$ cat src/rtl/seven_seg_reader.sv
// seven_seg_reader: stability-filters a multiplexed active-low 7-seg bus, decodes glyphs, assembles hex frames.
// Define SEG_ALT_GLYPH_EN to also accept the alternate 7 (with f) and 9 (without d) glyphs.
module seven_seg_reader #(
   parameter int NUM_DIGITS    = 4,
   parameter int STABLE_CYCLES = 4
) (
   input  logic                    clk,
   input  logic                    rst_n,
   input  logic [6:0]              seg,
   input  logic [2:0]              dig_sel,
   input  logic                    seg_strb,
   output logic [4*NUM_DIGITS-1:0] hex_out,
   output logic                    out_valid,
   output logic                    bad_seg,
   output logic                    seq_err
);
   localparam logic [7:0] ACC_CNT = 8'(STABLE_CYCLES - 1);
   localparam logic [2:0] LAST    = 3'(NUM_DIGITS - 1);
   typedef enum logic {IDLE, FILL} state_t;
   state_t                  state;
   logic [6:0]              sh_seg;
   logic [2:0]              sh_sel;
   logic [7:0]              cnt;
   logic [2:0]              exp_pos;
   logic [4*NUM_DIGITS-1:0] fb, fb_next;
   logic                    match, accept, legal;
   logic [3:0]              nib;
   // cnt=0 means no run in progress, so even an identical sample starts a new run
   assign match  = ({seg, dig_sel} == {sh_seg, sh_sel}) && cnt != 8'd0;
   assign accept = seg_strb && match && cnt == ACC_CNT;
   always_comb begin
      legal = 1'b1;
      nib   = 4'h0;
      case (seg)
         7'b1000000: nib = 4'h0;
         7'b1111001: nib = 4'h1;
         7'b0100100: nib = 4'h2;
         7'b0110000: nib = 4'h3;
         7'b0011001: nib = 4'h4;
         7'b0010010: nib = 4'h5;
         7'b0000010: nib = 4'h6;
         7'b1111000: nib = 4'h7;
         7'b0000000: nib = 4'h8;
         7'b0010000: nib = 4'h9;
         7'b0001000: nib = 4'ha;
         7'b0000011: nib = 4'hb;
         7'b1000110: nib = 4'hc;
         7'b0100001: nib = 4'hd;
         7'b0000110: nib = 4'he;
         7'b0001110: nib = 4'hf;
`ifdef SEG_ALT_GLYPH_EN
         7'b1011000: nib = 4'h7;
         7'b0011000: nib = 4'h9;
`endif
         default:    legal = 1'b0;
      endcase
   end
   always_comb begin
      fb_next = fb;
      for (int i = 0; i < NUM_DIGITS; i++)
         if (exp_pos == 3'(i)) fb_next[4*i +: 4] = nib;
   end
   always_ff @(posedge clk or negedge rst_n) begin
      if (!rst_n) begin
         state     <= IDLE;
         sh_seg    <= '0;
         sh_sel    <= '0;
         cnt       <= '0;
         exp_pos   <= '0;
         fb        <= '0;
         hex_out   <= '0;
         out_valid <= 1'b0;
         bad_seg   <= 1'b0;
         seq_err   <= 1'b0;
      end else begin
         out_valid <= 1'b0;
         bad_seg   <= 1'b0;
         seq_err   <= 1'b0;
         if (!seg_strb) cnt <= '0;
         else if (!match) begin
            sh_seg <= seg;
            sh_sel <= dig_sel;
            cnt    <= 8'd1;
         end else if (cnt != 8'hff) cnt <= cnt + 8'd1;
         if (accept) begin
            if (!legal) begin
               bad_seg <= 1'b1;
               state   <= IDLE;
               exp_pos <= '0;
            end else if (dig_sel == exp_pos) begin
               fb <= fb_next;
               if (exp_pos == LAST) begin
                  hex_out   <= fb_next;
                  out_valid <= 1'b1;
                  state     <= IDLE;
                  exp_pos   <= '0;
               end else begin
                  exp_pos <= exp_pos + 3'd1;
                  state   <= FILL;
               end
            end else if (dig_sel == 3'd0) begin
               fb[3:0] <= nib;
               exp_pos <= 3'd1;
               seq_err <= state == FILL;
               state   <= FILL;
            end else begin
               seq_err <= 1'b1;
               state   <= IDLE;
               exp_pos <= '0;
            end
         end
      end
   end
endmodule

$ cat config.mk
export PLATFORM = sky130hd
export DESIGN_NAME = seven_seg_reader
export DESIGN_NICKNAME = d
export VERILOG_FILES = /design/src/rtl/seven_seg_reader.sv
export SDC_FILE = /design/constraint.sdc
export NUM_CORES = 1
export LEC_CHECK = 0
export ABC_CLOCK_PERIOD_IN_PS = 2450
export CORE_AREA = 2 2 87 89
export DETAILED_ROUTE_END_ITERATION = 8
export DIE_AREA = 0 0 89 91
export GPL_ROUTABILITY_DRIVEN = 1
export PLACE_DENSITY_LB_ADDON = 0.05
export REMOVE_ABC_BUFFERS = 1
export SLEW_MARGIN = 20
export SYNTH_ARGS = -nofsm -noshare
export SYNTH_HDL_FRONTEND = slang
export SYNTH_SLANG_ARGS = --single-unit
$ cat constraint.sdc
create_clock -name clk -period 2.45 [get_ports clk]
set_input_delay 0.49 -clock clk [delete_from_list [all_inputs] [get_ports clk]]
set_output_delay 0.49 -clock clk [all_outputs]
set_load 0.1 [all_outputs]
[Yosys cells after proc, flatten, opt, wreduce, memory -nomap -nowiden]
Index checks and enable logic that the tools add are counted.
Word-level totals
  register bits: 57
  input bits: 13
  word-level logic and storage cells: 79
Cells by class
  add/subtract/negate cells: 2
  equal/unequal tests: 23
  muxes and demuxes: 29
  bitwise gates (word level): 1
  reduce and logical (&&, ||, !) cells: 13
Operator list (count)
  4-bit case mux with 15 select lines: 1
  7-bit equality test (second input constant): 4
  4-bit two-way mux: 6
  8-bit two-way mux: 3
  7-bit by 5-bit equality test with 1-bit output (second input constant): 3
  7-bit by 6-bit equality test with 1-bit output (second input constant): 3
  1-bit two-way mux: 16
  16-bit OR reduction: 1
  7-bit by 2-bit equality test with 1-bit output (second input constant): 2
  7-bit by 4-bit equality test with 1-bit output (second input constant): 2
  10-bit equality test: 1
  3-bit two-way mux: 3
  8-bit by 1-bit adder with 8-bit output (second input constant): 1
  8-bit by 2-bit equality test with 1-bit output (second input constant): 1
  8-bit != test (second input constant): 1
  8-bit nonzero test: 1
  7-bit by 3-bit equality test with 1-bit output (second input constant): 1
  7-bit zero test: 1
  3-bit by 2-bit equality test with 1-bit output (second input constant): 2
  3-bit zero test: 2
  3-bit AND reduction: 2
  4-bit AND reduction: 1
  3-bit by 1-bit adder with 3-bit output (second input constant): 1
  3-bit by 1-bit equality test with 1-bit output (second input constant): 1
  6 further kinds: 8

[Logic depth before layout (Yosys ltp)]
  depth in word-level cells: 5
  gate-level depth with buffers: 10
  gate-level depth less buffers: 6

[Worst setup path before layout]
OpenSTA, ideal clock, no wires.
  path type: in2reg
  start point: input port seg[6]
  end point: register hex_out[0]
  library setup time: 0.125 ns
  arrival: 2.200 ns
  required time: 2.325 ns
  path slack: 0.124 ns
  stages: 9
  cell sequence: buf_2 -> and3_1 -> o211ai_1 -> o211ai_1 -> or3_1 -> buf_2 -> nand3_2 -> buf_6 -> mux2_4
Between the ends
  longest elaborated chain between the ends: 5
  elaborated cells on any way between the ends: 25
RTL lines
  start, declared: line 9  | input logic [6:0] seg,
  branches (longest 5 deep; another with 16-bit OR reduction)
  end signal, assigned: line 93  | hex_out <= fb_next;
  end, declared: line 12  | output logic [4*NUM_DIGITS-1:0] hex_out,
Several ways; the timed one is not identified.
A chain may end at the register's enable or synchronous reset.

[Worst setup path in the final report]
  start point: input port seg[3]
  end point: register hex_out[0]
The elaborated chain is that of the path after synthesis.

==> flow_summary.json <==
{
  "wl_per_cell_um": 13.7,
  "cts_max_level": 2,
  "drive_above_1_share_pct": 33.0,
  "cts_tree": "done",
  "grt_pass1_wl_mm": 10.5,
  "clk_latency_ps": 320,
  "vias": 2262,
  "cpPeakStageDelay_ps": 450,
  "cts.sinks": 53,
  "fillers": 656,
  "max_freq_ghz": 0.435,
  "drc": 0,
  "hold_class": "in -> async",
  "ys_ff_latch": 53,
  "routed_wl_mm": 6.16,
  "start_kind": "input port",
  "ant_nets": 0,
  "grt_overflow": 0,
  "hold_viol": 0,
  "die_h_um": 91,
  "crit_fanout": 16,
  "dpl.hpwl_mm": 4.68,
  "worst_slew_pin_slew_ps": 671,
  "power_mw": 1.62,
  "area_delta_synth_final_pct": 24.9,
  "rows": 31,
  "initial_utilization_pct": 42.1,
  "routed_via_density": 5.02,
  "ioPinCount": 32,
  "skew_ps": 17.3,
  "cp-end-kind": "register",
  "synth_cell_types": 50,
  "clkTransAtPathRegs_ps": 110,
  "core_sq_um": 7140,
  "antenna_found_initial": 0,
  "drv_slew": 0,
  "cp_data_required_time_ps": 2650,
  "portBuffers": 31,
  "drt_iter0_drc": 81,
  "status": "completed",
  "cap_violations": 0,
  "antenna_cells": 0,
  "cts_setup_buffers": 0,
  "ys_seq_area_share_pct": 44.1,
  "crit_chain": "clkdlybuf4s50_1 -> buf_4 -> buf_4 -> xnor2_1 -> nand4_1 -> nor2_2 -> and3_4 -> nand3_2 -> buf_12 -> mux2_4",
  "yosysWarnings": 0,
  "grt_pass1_vias": 2200,
  "setup_viol": 0,
  "final_util_pct": 52.6,
  "postSynthAreaPerCell_sq_um": 10.4,
  "crit_top_cell": "buf_4",
  "syn_area_sq_um": 3010,
  "slowest_stage": "clkdlybuf4s50_1",
  "grt_usage_pct": 16.4,
  "slew-limit-headroom_pct": 55.3,
  "grt_max_degree": 54,
  "timing.final.ws_setup_ps": 149,
  "numCtsBuffers": 5,
  "arrival_ps": 2510,
  "finalCritPeriodShare_pct": 93.9,
  "min_period_ps": 2300,
  "irDropWorstVdd_v": 0.000284,
  "p_per_area_nw_per_um2": 431,
  "rsz0062_at_grt": "false",
  "gp_congestion": 0.838,
  "crit_type": "in -> reg",
  "die-area_sq_um": 8100,
  "clockBufferDepth": 2,
  "syn-instance-count": 288,
  "final_nets": 370,
  "pre_cts_ws_ps": -450,
  "p_leak_nw": 1.82,
  "first_pass_iters": 4,
  "root_buffer": "clkbuf_8",
  "die_x_um": 89
}
==> synthesized netlist by cell type (all sizes together) <==
cell	n	area [sq um]
xnor2	14	123
nor2b	5	31.3
a211oi	3	22.5
o211a	1	10.0
a21oi	6	30.0
a32oi	1	8.76
o211ai	3	22.5
a311oi	1	8.76
nand4	4	25.0
and3	6	42.5
a21boi	1	7.51
o21ai	19	95.1
xor2	4	35.0
a2111o	1	11.3
and3b	2	17.5
inv	8	30.0
nor4bb	3	30.0
nor2	18	67.6
and2	2	12.5
a22oi	2	15.0
nand2b	7	43.8
nor4	1	6.26
nand3	12	65.1
clkbuf	3	11.3
nor3b	3	22.5
o32ai	1	8.76
nand3b	2	18.8
nand2	25	93.8
or2	4	25.0
o21a	1	7.51
buf	13	73.8
mux2i	3	30.0
ha	6	75.1
a211o	1	8.76
nor3	7	40.0
a31oi	1	6.26
or3	3	18.8
dfrtp	53	1330
and4b	1	10.0
or4	1	7.51
mux2	36	462
==> kinds of logic after synthesis <==
family	synth area share, %
AO/OA/AOI/OAI	8.74
multiplexers	16.4
flip-flops	44.1
adder cells (fa/ha/maj)	2.50
XOR/XNOR	5.24
buffers and inverters	3.83
AND/OR/NAND/NOR	19.2
==> critical path: cells and delay by family <==
family	cells	cell delay [ps]
AND/OR/NAND/NOR	4	610
XOR/XNOR	1	150
multiplexers	1	300
buffers and inverters	4	950
==> timing repair <==
action,in CTS,in global routing
resized for setup,6,6
hold buffers,0,0
pin swaps,0,1
endpoints found under the setup margin,27,25
==> registers in the layout (all words and copies together) (netlist names) <==
signal     cells
hex_out       16
sh_seg         7
state          1
bad_seg        1
seq_err        1
exp_pos        3
fb            12
out_valid      1
sh_sel         3
cnt            8
==> per-layer routing <==
layer | GRT usage, % | routed length, um | up-vias
met4 | 4.48 | 70 | 0
met3 | 2.82 | 175 | 7
met2 | 26.6 | 3030 | 34
met1 | 22.4 | 2890 | 1081
li1 | - | - | 1140
met5 | 0 | 0 | -
==> where the power goes <==
group          internal [mW]  switching [mW]
logic                  0.104           0.100
clock network          0.207           0.306
registers              0.892          0.0106
==> metrics by stage <==
stage	area [sq um]	std cells	TNS [ps]	hold WS, ps
2_1_floorplan	2920	272	0	194
3_3_place_gp	3620	443	-13130	450
4_1_cts	3740	451	0	312
6_report	3750	451	0	291
5_1_grt	3750	451	0	353
3_5_place_dp	3620	443	-13970	461
==> cell type report <==
type | instances | area [sq um] | share of cell area [%]
well taps | 99 | 124 | 3.30
clock inverters | 3 | 25.0 | 0.666
inverters | 8 | 30.0 | 0.800
repair buffers | 72 | 586 | 15.6
multi-input cells | 211 | 1600 | 42.5
flip-flops and latches | 53 | 1330 | 35.3
clock buffers | 5 | 68.8 | 1.83
==> path summary, 6_finish.rpt <==
path                         from          end  slack (ps)  depth (start not counted)
min reg2reg                 state        state         480                          2
min in group clk            state        state         480                          2
max                        seg[3]   hex_out[0]         150                         10
min                         rst_n  hex_out[10]         290                          2
max reg2reg                cnt[5]   hex_out[0]         150                          7
max in group asynchronous   rst_n    sh_seg[0]        1710                          2
==> cell usage in the layout, fill, tap and decap left out, types with 7 or more instances in the layout <==
master / instances
buf_4: 59
dfrtp_1: 53
inv_1: 8
mux2_2: 21
mux2_4: 15
nand2_1: 25
nand2b_1: 7
nand3_1: 11
nor2_1: 17
o21ai_0: 17
xnor2_1: 14
Note: power is estimated with default switching activity, not from simulation.
